<file path="src/rtl/regfile_wb_arbiter_pkg.sv">
// Shared register-file constants and writeback arbiter state encoding.
package regfile_wb_arbiter_pkg;

  localparam int unsigned REG_ADDR_W = 5;
  localparam int unsigned REG_DATA_W = 32;
  localparam int unsigned CNT_W      = 4;

  typedef enum logic {
    PRIO_A  = 1'b0,
    FORCE_B = 1'b1
  } arb_state_e;

endpackage

</file>
<file path="src/rtl/regfile_wb_arbiter.sv">
// Two-port register-file writeback arbiter: port A has priority, port B is
// forced through after STARVE_LIMIT consecutive lost cycles.
module regfile_wb_arbiter
  import regfile_wb_arbiter_pkg::*;
#(
  parameter int unsigned STARVE_LIMIT = 4
) (
  input  logic                  clk,
  input  logic                  rst,
  input  logic                  a_valid,
  input  logic [REG_ADDR_W-1:0] a_addr,
  input  logic [REG_DATA_W-1:0] a_data,
  output logic                  a_ready,
  input  logic                  b_valid,
  input  logic [REG_ADDR_W-1:0] b_addr,
  input  logic [REG_DATA_W-1:0] b_data,
  output logic                  b_ready,
  output logic                  rf_we,
  output logic [REG_ADDR_W-1:0] rf_wa,
  output logic [REG_DATA_W-1:0] rf_wd,
  output logic                  b_forced
);

  localparam logic [CNT_W-1:0] LIMIT_M1 = CNT_W'(STARVE_LIMIT - 1);

  arb_state_e            state, state_nxt;
  logic [CNT_W-1:0]      cnt, cnt_nxt;
  logic                  a_xfer, b_xfer, xfer;
  logic [REG_ADDR_W-1:0] sel_addr;
  logic [REG_DATA_W-1:0] sel_data;

  // Readies depend only on state and the opposite port's valid.
  always_comb begin
    a_ready  = 1'b0;
    b_ready  = 1'b0;
    b_forced = 1'b0;
    if (!rst) begin
      if (state == PRIO_A) begin
        a_ready = 1'b1;
        b_ready = !a_valid;
      end else begin
        b_ready  = 1'b1;
        a_ready  = !b_valid;
        b_forced = 1'b1;
      end
    end
  end

  assign a_xfer   = a_valid && a_ready;
  assign b_xfer   = b_valid && b_ready;
  assign xfer     = a_xfer || b_xfer;
  assign sel_addr = a_xfer ? a_addr : b_addr;
  assign sel_data = a_xfer ? a_data : b_data;

  always_comb begin
    state_nxt = state;
    cnt_nxt   = cnt;
    if (!b_valid || b_xfer) cnt_nxt = '0;
    else                    cnt_nxt = cnt + 4'd1;
    case (state)
      PRIO_A: begin
        if (b_valid && !b_xfer && cnt == LIMIT_M1) begin
          state_nxt = FORCE_B;
          cnt_nxt   = '0;
        end
      end
      FORCE_B: begin
        if (b_xfer || !b_valid) state_nxt = PRIO_A;
      end
    endcase
  end

  // Output register stage: one write per transfer, r0 writes suppressed.
  always_ff @(posedge clk) begin
    if (rst) begin
      state <= PRIO_A;
      cnt   <= '0;
      rf_we <= 1'b0;
      rf_wa <= '0;
      rf_wd <= '0;
    end else begin
      state <= state_nxt;
      cnt   <= cnt_nxt;
      rf_we <= xfer && (sel_addr != '0);
      if (xfer) begin
        rf_wa <= sel_addr;
        rf_wd <= sel_data;
      end
    end
  end

endmodule

</file>
<file path="config.mk">
export PLATFORM = sky130hd
export DESIGN_NAME = regfile_wb_arbiter
export DESIGN_NICKNAME = d
export VERILOG_FILES = /design/src/rtl/regfile_wb_arbiter_pkg.sv /design/src/rtl/regfile_wb_arbiter.sv
export SDC_FILE = /design/constraint.sdc
export NUM_CORES = 1
export LEC_CHECK = 0
export CAP_MARGIN = 5
export CORE_MARGIN = 1.5
export CORE_UTILIZATION = 40
export DETAILED_ROUTE_END_ITERATION = 6
export HOLD_SLACK_MARGIN = 0.1
export PLACE_DENSITY = 0.94
export RECOVER_POWER = 25
export SYNTH_ARGS = -nofsm -noshare
export SYNTH_HDL_FRONTEND = slang
export SYNTH_SLANG_ARGS = --single-unit
export TNS_END_PERCENT = 30
</file>
<file path="constraint.sdc">
create_clock -name clk -period 3.6 [get_ports clk]
set_input_delay 0.72 -clock clk [delete_from_list [all_inputs] [get_ports clk]]
set_output_delay 0.72 -clock clk [all_outputs]
set_load 0.05 [all_outputs]
</file>
==> results of run 1 <==
## cell usage in the layout (no fill, tap or decap), drive strengths merged
| cell type | n |
|---|---|
| clkdlybuf4s50 | 97 |
| dfxtp | 43 |
| nor2 | 40 |
| nor3b | 39 |
| a211oi | 38 |
| nor4 | 38 |
| dlygate4sd3 | 17 |
| buf | 8 |
| clkbuf | 6 |
| inv | 2 |
| a21oi | 2 |
| nor2b | 2 |
| or4 | 2 |
| a21o | 1 |
| clkinv | 1 |
| or2 | 1 |
| o21ai | 1 |
| nand2b | 1 |
| nand4 | 1 |
| nor3 | 1 |
| nor4b | 1 |
| nand3 | 1 |
| xor2 | 1 |
| ha | 1 |
## per-stage QoR
step / hold slack [ns] / util, % / area [sq um]
after detailed placement: 0.454 / 64.0 / 3270
after global routing: 0.488 / 65.4 / 3340
after floorplan: 0.433 / - / 2120
after global placement: 0.445 / 64.0 / 3270
final: 0.475 / 65.4 / 3340
after CTS: 0.474 / 65.4 / 3340
## per-layer routing
| metal | share of wire (%) | vias up | GRT usage (%) |
|---|---|---|---|
| met5 | 0 | - | 0 |
| met1 | 41 | 1121 | 25.1 |
| met3 | 7.2 | 9 | 6.61 |
| met4 | 1.0 | 0 | 7.14 |
| met2 | 50 | 79 | 41.3 |
| li1 | - | 1115 | - |
## power by group
part	switching, uW	internal (uW)
sequential	18.4	511
combinational	230	171
clock	151	130
total	399	812
## area by class of cell
class / instances / area (sq um) / share of cell area, %
clock buffers: 6 / 72.6 / 2.17
inverters: 3 / 12.5 / 0.374
multi-input cells: 171 / 1080 / 32.5
flip-flops and latches: 43 / 861 / 25.8
well taps: 70 / 87.6 / 2.62
repair buffers: 122 / 1220 / 36.6
## worst max-delay path, cell delays in order
cell and delay, ns:
dlygate4sd3_1 0.58, buf_4 0.41, nor2_1 0.15, buf_12 0.18
## kinds of logic (layout without fill, tap and decap cells)
kind of cell | count (synthesis) | after routing | synth area share [%]
adders and majority gates | 1 | 1 | 0.590
and+or+nand+nor | 127 | 127 | 35.2
xor gates and xnor gates | 1 | 1 | 0.413
DFF | 43 | 43 | 40.6
buffers and inverters | 33 | 131 | 8.32
AOI/OAI and AO/OA | 42 | 42 | 14.9
## sequential cells by signal, summed over array words and instances (netlist names)
| name | count |
|---|---|
| rf_we | 1 |
| cnt | 4 |
| rf_wd | 32 |
| state | 1 |
| rf_wa | 5 |
## worst max path at each step
| stage | cells after the start | slack (ns) | endpoint | from |
|---|---|---|---|---|
| 3_5_place_dp | 4 | 0.85 | a_ready | b_valid |
| 3_3_place_gp | 4 | 0.90 | a_ready | b_valid |
| 6_report | 4 | 0.83 | b_forced | rst |
| 5_1_grt | 4 | 0.76 | a_ready | b_valid |
| 2_1_floorplan | 4 | 0.91 | b_ready | a_valid |
| 4_1_cts | 4 | 0.85 | a_ready | b_valid |
## Yosys cell counts
cell type	instances
a211oi_1	38
ha_1	1
nor3b_1	39
buf_6	1
buf_8	1
or4_1	2
nand4_1	1
clkbuf_2	1
nand3_1	1
xor2_1	1
nor3_1	1
nor2b_1	2
or2_2	1
buf_2	10
dfxtp_1	43
o21ai_0	1
nor2_1	40
nand2b_1	1
buf_4	5
a21oi_1	2
clkinv_2	1
a21o_4	1
inv_1	2
clkbuf_1	12
nor4_1	38
nor4b_1	1
==> results by group, run 1 <==
Timing
  – Max transition margin: 50.5%
  – PnR worst setup slack: 0.830 ns
  – Final setup fails: 0
  – FMAX: 361 MHz
  – Pins Over Slew Limit: 0
  – Clk_skew: 0.00215 ns
  – RSZ-0062 raised after global routing: false
  – Crit path time final: 2.77 ns
  – Setup TNS: 0 ns
  – Fin. Hold Viols: 0
  – Tcrit/Tclk final: 77.0%
  – Worst Tran Pin Value: 0.743 ns

Clock tree
  – Worst-Skew Late Latency: 0.28 ns
  – Hold buffer count at CTS: 0
  – Post-CTS setup buffer count: 0
  – Worst-path clk slew: 0.07 ns
  – Longest Clk Path Bufs: 2
  – Htree depth: 2
  – Root buffer cell: clkbuf_8
  – CTS tree: done
  – Post-cts resize count: 0
  – Cts bufs inserted: 5
  – Clk sinks: 43

Setup path
  – Reg2reg start: state
  – Crit path launch type: primary input
  – R2R depth: 5
  – Peak fanout along the critical path: 41
  – Required time of the critical path: 2.88 ns
  – CP Capture Type: output port
  – Critical path class: primary input to output port
  – Worst reg2reg setup slack: 1.82 ns
  – WP data arrival: 2.05 ns
  – R2R Path End: rf_wd[31]

Cells and area
  – Share of cells above drive strength 1: 4.93%
  – Antenna diodes: 0
  – Fin nets: 425
  – Fillcell total: 433
  – Final cell count without fillers: 415
  – Area grow syn2layout: 57.7%

Outcome
  – Status: completed

Synth
  – Synth area leader: dfxtp_1
  – Avg Inst Size Synth: 8.58 sq um
  – Mapped Cells: 247
  – Synth Register Bits: 43
  – Synthesized cell area: 2120 sq um
  – Register area share after synthesis: 40.6%
  – Ys Warns: 0
  – Synthesized net count: 326
  – Most area-consuming cells after synthesis: dfxtp_1 41%, nor3b_1 14%, a211oi_1 13%
  – Top-area cell type share of the netlist area: 40.6%
  – Post-synth cell types: 26

Hold path
  – Min-Delay Path Depth: 1
  – End of the worst hold path: cnt[0]
  – Hold Crit Class: flop to flop
  – Min-delay src: cnt[0]

Floorplanning
  – Initial Util: 41.5%
  – Core ar.: 5110 sq um
  – Core Rows: 26
  – Die area: 5740 sq um
  – Die Span X: 75.8 microns
  – Ports: 119
  – Die span in y: 75.8 microns

Power
  – Leak: 0.00120 uW
  – Pwr dens: 362 nW/um^2
  – Maximum VDD drop: 0.000179 V
  – Overall power: 1210 uW

Placement
  – Placed cells: 409
  – Hpwl dp: 4340 microns
  – GP Congestion: 0.747
  – Port bufs: 118
  – Pre-CTS WS: 0.851 ns

Drt
  – First drt pass iteration count: 4
  – Vias: 2324
  – DR WL/cell: 15.7 microns
  – Initial drt markers: 112
  – Number of nets with antenna violations after routing: 0
  – Remaining DRCs: 0
  – Avg Vias per Cell: 5.60
  – Total wire length: 6530 microns

Global route
  – First-pass GRT wire length: 10000 microns
  – Initial antenna violation count: 0
  – GR Overflow Total: 0
  – Largest net degree at the start of global routing: 75
  – Vias in the first global route: 2238
  – GRT Total Usage: 22.6%

Flow run
  – Max cap viols: 0
Power figures use the tool's default switching activity.
==> run 2: changes to the inputs <==
Settings changed: CORE_UTILIZATION 40 to 35, PLACE_DENSITY 0.94 to 0.88.
Clock period 3.6 ns to 2.3 ns, I/O delays scaled along.
==> run 2 against run 1 <==
Compared with the run above: clock skew increased by 0.0057 ns; utilization decreased by 7.5 points; sequential cell count unchanged; critical path depth unchanged; global-route usage decreased by 2.4 points; total power increased by 64%; worst hold slack got worse by 0.0067 ns; die area increased by 14%; count of clock-buffer cells in the layout increased by 2; sequential power increased by 56%; clock power increased by 85%; cell count increased by 2.7%; critical path type unchanged.
==> results by group, run 2 (same netlist as run 1, synthesis figures left out) <==
Timing
  – Setup TNS: 0 ns (unchanged)
  – Final setup fails: 0 (unchanged)
  – RSZ-0062 raised after global routing: false
  – FMAX: 490 MHz
  – Worst Tran Pin Value: 0.758 ns (+0.0149 ns)
  – Clk_skew: 0.00780 ns (+0.00566 ns)
  – Pins Over Slew Limit: 0 (unchanged)
  – WHS: 0.468 ns (-0.00674 ns)
  – Fin. Hold Viols: 0 (unchanged)
  – Crit path time final: 2.04 ns
  – Max transition margin: 49.5% (-0.99 points)
  – Tcrit/Tclk final: 88.8%

Placement
  – GP Congestion: 0.747 (about the same)
  – Port bufs: 118 (unchanged)
  – Hpwl dp: 4580 microns (+5.4%)

Clock tree
  – Worst-Skew Late Latency: 0.29 ns (about the same)
  – Cts bufs inserted: 5 (unchanged)
  – CTS tree: done
  – Htree depth: 2 (unchanged)
  – Longest Clk Path Bufs: 2 (unchanged)
  – Root buffer cell: clkbuf_8
  – Post-CTS setup buffer count: 0 (unchanged)
  – Worst-path clk slew: 0.08 ns (about the same)
  – Hold buffer count at CTS: 0 (unchanged)
  – Post-cts resize count: 0 (unchanged)
  – Clk sinks: 43 (unchanged)

Cells and area
  – Fillcell total: 558 (+29%)
  – Reg with most FFs: rf_wd
  – Share of cells above drive strength 1: 6.27% (+1.3 points)
  – Most frequent cells in the layout: 112 x clkdlybuf4s50_1, 43 x dfxtp_1, 39 x nor2_1, 39 x nor3b_1
  – Area grow syn2layout: 61.0%
  – Fin nets: 429 (+0.94%)
  – Antenna diodes: 0 (unchanged)
  – Largest register FFs: 32 (unchanged)
  – Top Registers: rf_wd (32), rf_wa (5), cnt (4)
  – Final cell utilization of the core: 58.0% (-7.5 points)
  – Most common cell after layout, fill and taps aside: clkdlybuf4s50_1

Outcome
  – Status: completed

Floorplanning
  – Core Rows: 28 (+7.7%)
  – Die Span X: 80.8 microns (+6.6%)
  – Ports: 119 (unchanged)
  – Core ar.: 5890 sq um (+15%)
  – Die area: 6530 sq um (+14%)
  – Initial Util: 36.0% (-5.5 points)
  – Die span in y: 80.8 microns (+6.6%)

Setup path
  – Critical Path Start: b_valid
  – Critical path's largest stage delay: 0.61 ns (+0.03 ns)
  – Required time of the critical path: 1.84 ns (-1.04 ns)
  – CP endpoint: a_ready
  – Peak fanout along the critical path: 4 (-90%)
  – Crit path launch type: primary input
  – CP delay by family, top: buffers and inverters
  – WP data arrival: 1.58 ns (-0.47 ns)
  – CP Buf/Inv Count: 3 (unchanged)
  – Reg2reg start: state
  – Critical path class: primary input to output port
  – Worst reg2reg setup slack: 0.83 ns (-0.99 ns)
  – Critical path depth: 4 (unchanged)
  – R2R depth: 4 (-1)
  – CP Capture Type: output port
  – Slowest cell on crit path: dlygate4sd3_1
  – CP cell instances: dlygate4sd3_1 > a21o_4 > clkinv_2 > buf_4
  – R2R Path End: rf_we

Global route
  – GRT Total Usage: 20.3% (-2.4 points)
  – First-pass GRT wire length: 10600 microns (+5.6%)
  – Largest net degree at the start of global routing: 75 (unchanged)
  – Initial antenna violation count: 0 (unchanged)
  – Vias in the first global route: 2360 (+5.5%)
  – GR Overflow Total: 0 (unchanged)

Drt
  – Number of nets with antenna violations after routing: 0 (unchanged)
  – Avg Vias per Cell: 5.39 (-3.8%)
  – Remaining DRCs: 0 (unchanged)
  – Initial drt markers: 120 (+7.1%)
  – DR WL/cell: 15.4 microns (-2.3%)
  – First drt pass iteration count: 4 (unchanged)
  – Total wire length: 6550 microns (+0.28%)
  – Vias: 2295 (-1.2%)

Hold path
  – Hold Crit Class: flop to flop

Power
  – Maximum VDD drop: 0.000268 V (+49%)
  – Overall power: 1990 uW (+64%)
  – Pwr dens: 584 nW/um^2 (+61%)
  – Leak: 0.00120 uW (+0.41%)

Flow run
  – Max cap viols: 0 (unchanged)
[run 2: per-layer routing]
layer	share of wire, %	track usage [%]	routed length (microns)	up-vias
met5	0	0	0	-
met4	0.79	5.52	52	0
met3	6.7	6.18	437	6
met2	50	36.3	3280	72
met1	42	23.2	2780	1086
li1	-	-	-	1131
[run 2: worst min-delay path by stage]
stage | cells after the start | from | to | slack [ns]
2_1_floorplan | 1 | cnt[0] | cnt[0] | 0.43
4_1_cts | 1 | cnt[0] | cnt[0] | 0.47
5_1_grt | 2 | rf_wd[19] | rf_wd[19] | 0.52
3_3_place_gp | 1 | cnt[0] | cnt[0] | 0.44
3_5_place_dp | 1 | cnt[0] | cnt[0] | 0.46
6_report | 1 | cnt[0] | cnt[0] | 0.47
[run 2: power by group]
group | internal [uW] | switching (uW)
clock | 274 | 245
sequential | 800 | 28.5
combinational | 281 | 361
[run 2: through the flow]
step,instance area (sq um),instances,worst slack [ns]
2_1_floorplan,2120,247,0.134
3_3_place_gp,3320,418,0.335
3_5_place_dp,3320,418,0.222
4_1_cts,3420,426,0.355
5_1_grt,3410,426,0.208
6_report,3410,426,0.257
[run 2: layout make-up]
class | count | area [sq um] | share of cell area, %
Inverter | 3 | 12.5 | 0.367
Tap cell | 75 | 93.8 | 2.75
Timing Repair Buffer | 126 | 1260 | 36.9
Sequential cell | 43 | 861 | 25.2
Multi-Input combinational cell | 171 | 1080 | 31.8
Clock buffer | 8 | 100 | 2.93
==> run 3: changes to the inputs <==
==> constraint.sdc (replaced) <==
create_clock -name clk -period 2.3 [get_ports clk]
set_input_delay 0.345 -clock clk [delete_from_list [all_inputs] [get_ports clk]]
set_output_delay 0.345 -clock clk [all_outputs]
set_load 0.05 [all_outputs]
==> run 3 against run 2 <==
Compared with the run above: routed wire length grew 0.69%; sequential cell count is the same; via count grew 1.4%; worst hold slack gained 0.019 ns; register-to-register slack lost 0.08 ns; final area is essentially flat; cell count shrank 0.23%; critical path depth is the same; global-route usage shrank 0.92 points; fmax is essentially flat; non-clock buffer count shrank 1; count of clock-buffer cells in the layout is the same; largest power group unchanged.
==> results by group, run 3 (same netlist as run 1, synthesis figures left out) <==
Outcome
  – Status: completed

Clock tree
  – Longest Clk Path Bufs: 2 (unchanged)
  – Hold buffer count at CTS: 0 (unchanged)
  – Root buffer cell: clkbuf_8
  – Worst-path clk slew: 0.07 ns (about the same)
  – Worst-Skew Late Latency: 0.29 ns (about the same)
  – Post-cts resize count: 0 (unchanged)
  – Clk sinks: 43 (unchanged)
  – Cts bufs inserted: 5 (unchanged)
  – CTS tree: done
  – Post-CTS setup buffer count: 0 (unchanged)
  – Htree depth: 2 (unchanged)

Global route
  – First-pass GRT wire length: 10000 microns (-5.2%)
  – Initial antenna violation count: 0 (unchanged)
  – Vias in the first global route: 2184 (-7.5%)
  – GRT Total Usage: 19.3% (-0.92 points)
  – GR Overflow Total: 0 (unchanged)
  – Grt peak-use layer: met2
  – Largest net degree at the start of global routing: 42 (-44%)
  – Grt met1 use: 24.0% (+0.82 points)
  – GRT met3 Usage: 4.49% (-1.7 points)
  – GRT met2 Usage: 33.1% (-3.2 points)

Drt
  – Total wire length: 6590 microns (+0.69%)
  – DR WL/cell: 15.5 microns (+0.92%)
  – Vias: 2328 (+1.4%)
  – Remaining DRCs: 0 (unchanged)
  – Number of nets with antenna violations after routing: 0 (unchanged)
  – Avg Vias per Cell: 5.48 (+1.7%)
  – Initial drt markers: 85 (-29%)
  – First drt pass iteration count: 5 (+1)

Timing
  – PnR worst setup slack: 0.257 ns (-0.000290 ns)
  – Clk_skew: 0.00888 ns (+0.00108 ns)
  – Final setup fails: 0 (unchanged)
  – Tcrit/Tclk final: 88.8% (about the same)
  – Max transition margin: 50.2% (+0.74 points)
  – Worst Tran Pin Value: 0.747 ns (-0.0110 ns)
  – Fin. Hold Viols: 0 (unchanged)
  – Setup TNS: 0 ns (unchanged)
  – RSZ-0062 raised after global routing: false
  – Crit path time final: 2.04 ns (+0.000290 ns)
  – FMAX: 489 MHz (about the same)
  – WHS: 0.487 ns (+0.0191 ns)
  – Pins Over Slew Limit: 0 (unchanged)

Placement
  – Pre-CTS WS: 0.197 ns (-0.0253 ns)
  – Port bufs: 118 (unchanged)
  – Hpwl dp: 4500 microns (-1.6%)
  – GP Congestion: 0.761 (+1.9%)

Hold path
  – Min-Delay Path Depth: 1 (unchanged)
  – Hold Crit Class: flop to flop
  – Min-delay src: cnt[0]
  – End of the worst hold path: cnt[0]

Setup path
  – CP cell instances: dlygate4sd3_1 > a21o_4 > clkinv_2 > buf_4
  – Peak fanout along the critical path: 20 (+16)
  – Crit path launch type: primary input
  – Reg2reg start: state
  – WP data arrival: 1.70 ns (+0.12 ns)
  – Critical path's largest stage delay: 0.64 ns (+0.03 ns)
  – Slowest cell on crit path: dlygate4sd3_1
  – CP Capture Type: output port
  – Critical path class: primary input to output port
  – Worst reg2reg setup slack: 0.75 ns (-0.08 ns)
  – R2R Path End: rf_wd[4]
  – R2R depth: 5 (+1)
  – Required time of the critical path: 1.96 ns (+0.12 ns)

Floorplanning
  – Core Rows: 28 (unchanged)
  – Die area: 6530 sq um (unchanged)
  – Ports: 119 (unchanged)
  – Initial Util: 36.0% (unchanged)
  – Die span in y: 80.8 microns (unchanged)
  – Core ar.: 5890 sq um (unchanged)
  – Die Span X: 80.8 microns (unchanged)

Cells and area
  – Most common cell after layout, fill and taps aside: clkdlybuf4s50_1
  – Share of cells above drive strength 1: 6.29% (+0.018 points)
  – Largest register FFs: 32 (unchanged)
  – Area grow syn2layout: 60.9% (about the same)
  – Antenna diodes: 0 (unchanged)
  – Fin nets: 428 (-0.23%)
  – Top Registers: rf_wd (32), rf_wa (5), cnt (4)
  – Final cell utilization of the core: 58.0% (about the same)
  – Reg with most FFs: rf_wd
  – Most frequent cells in the layout: 105 x clkdlybuf4s50_1, 43 x dfxtp_1, 39 x nor2_1, 39 x nor3b_1

Power
  – Pint: 1350 uW (-0.25%)
  – Switching power: 645 uW (+1.6%)
  – Clk network pwr share: 26.5% (+0.4 points)
  – Overall power: 2000 uW (+0.34%)
  – Leak: 0.00121 uW (+0.97%)
  – Flop pwr share: 41.5% (about the same)
  – Combinational share of power: 32.0% (-0.3 points)
  – Maximum VDD drop: 0.000382 V (+43%)
  – Pwr dens: 586 nW/um^2 (+0.38%)
  – Sw Share: 32.3% (+0.40 points)

Flow run
  – Max cap viols: 0 (unchanged)
[run 3: changes by cell type in the layout (fill, tap and decap cells not counted), sizes merged]
cell and change:
buf +1, clkdlybuf4s50 -7, clkbuf -2, dlygate4sd3 +7
[run 3: worst max-delay path by stage]
stage / from / to
floorplan: a_valid / b_ready
global placement: b_valid / rf_wd[16]
detailed placement: b_valid / rf_wd[16]
CTS: b_valid / a_ready
global route: b_valid / a_ready
finish: b_valid / a_ready
[run 3: power by group through the flow]
stage	Sequential, uW	Clock, uW	Combinational (uW)
after floorplan	1030	0	176
after global placement	847	0	634
after detailed placement	846	0	642
after CTS	830	541	645
after global routing	835	572	673
final	829	529	640
[run 3: layout make-up]
cell class | instances | area, sq um
Fill cell | 506 | 2470
Timing Repair Buffer | 125 | 1260
Multi-Input combinational cell | 171 | 1080
Sequential cell | 43 | 861
Clock buffer | 8 | 100
Tap cell | 75 | 93.8
Inverter | 3 | 12.5
[run 3: stage by stage]
| step | cell area (sq um) | instances |
|---|---|---|
| floorplan | 2120 | 247 |
| finish | 3410 | 425 |
| global route | 3410 | 425 |
| detailed placement | 3310 | 417 |
| CTS | 3410 | 425 |
| global placement | 3310 | 417 |
[run 3: worst max-delay path, delay by kind of cell]
kind                   cells  cell delay [ns]
AOI/OAI and AO/OA          1             0.29
buffers and inverters      3             1.06
[run 3: layer usage]
metal,vias to the layer above,routed length [microns]
met1,1103,2790
met4,0,77
met2,93,3220
li1,1126,-
met3,6,508
met5,-,0
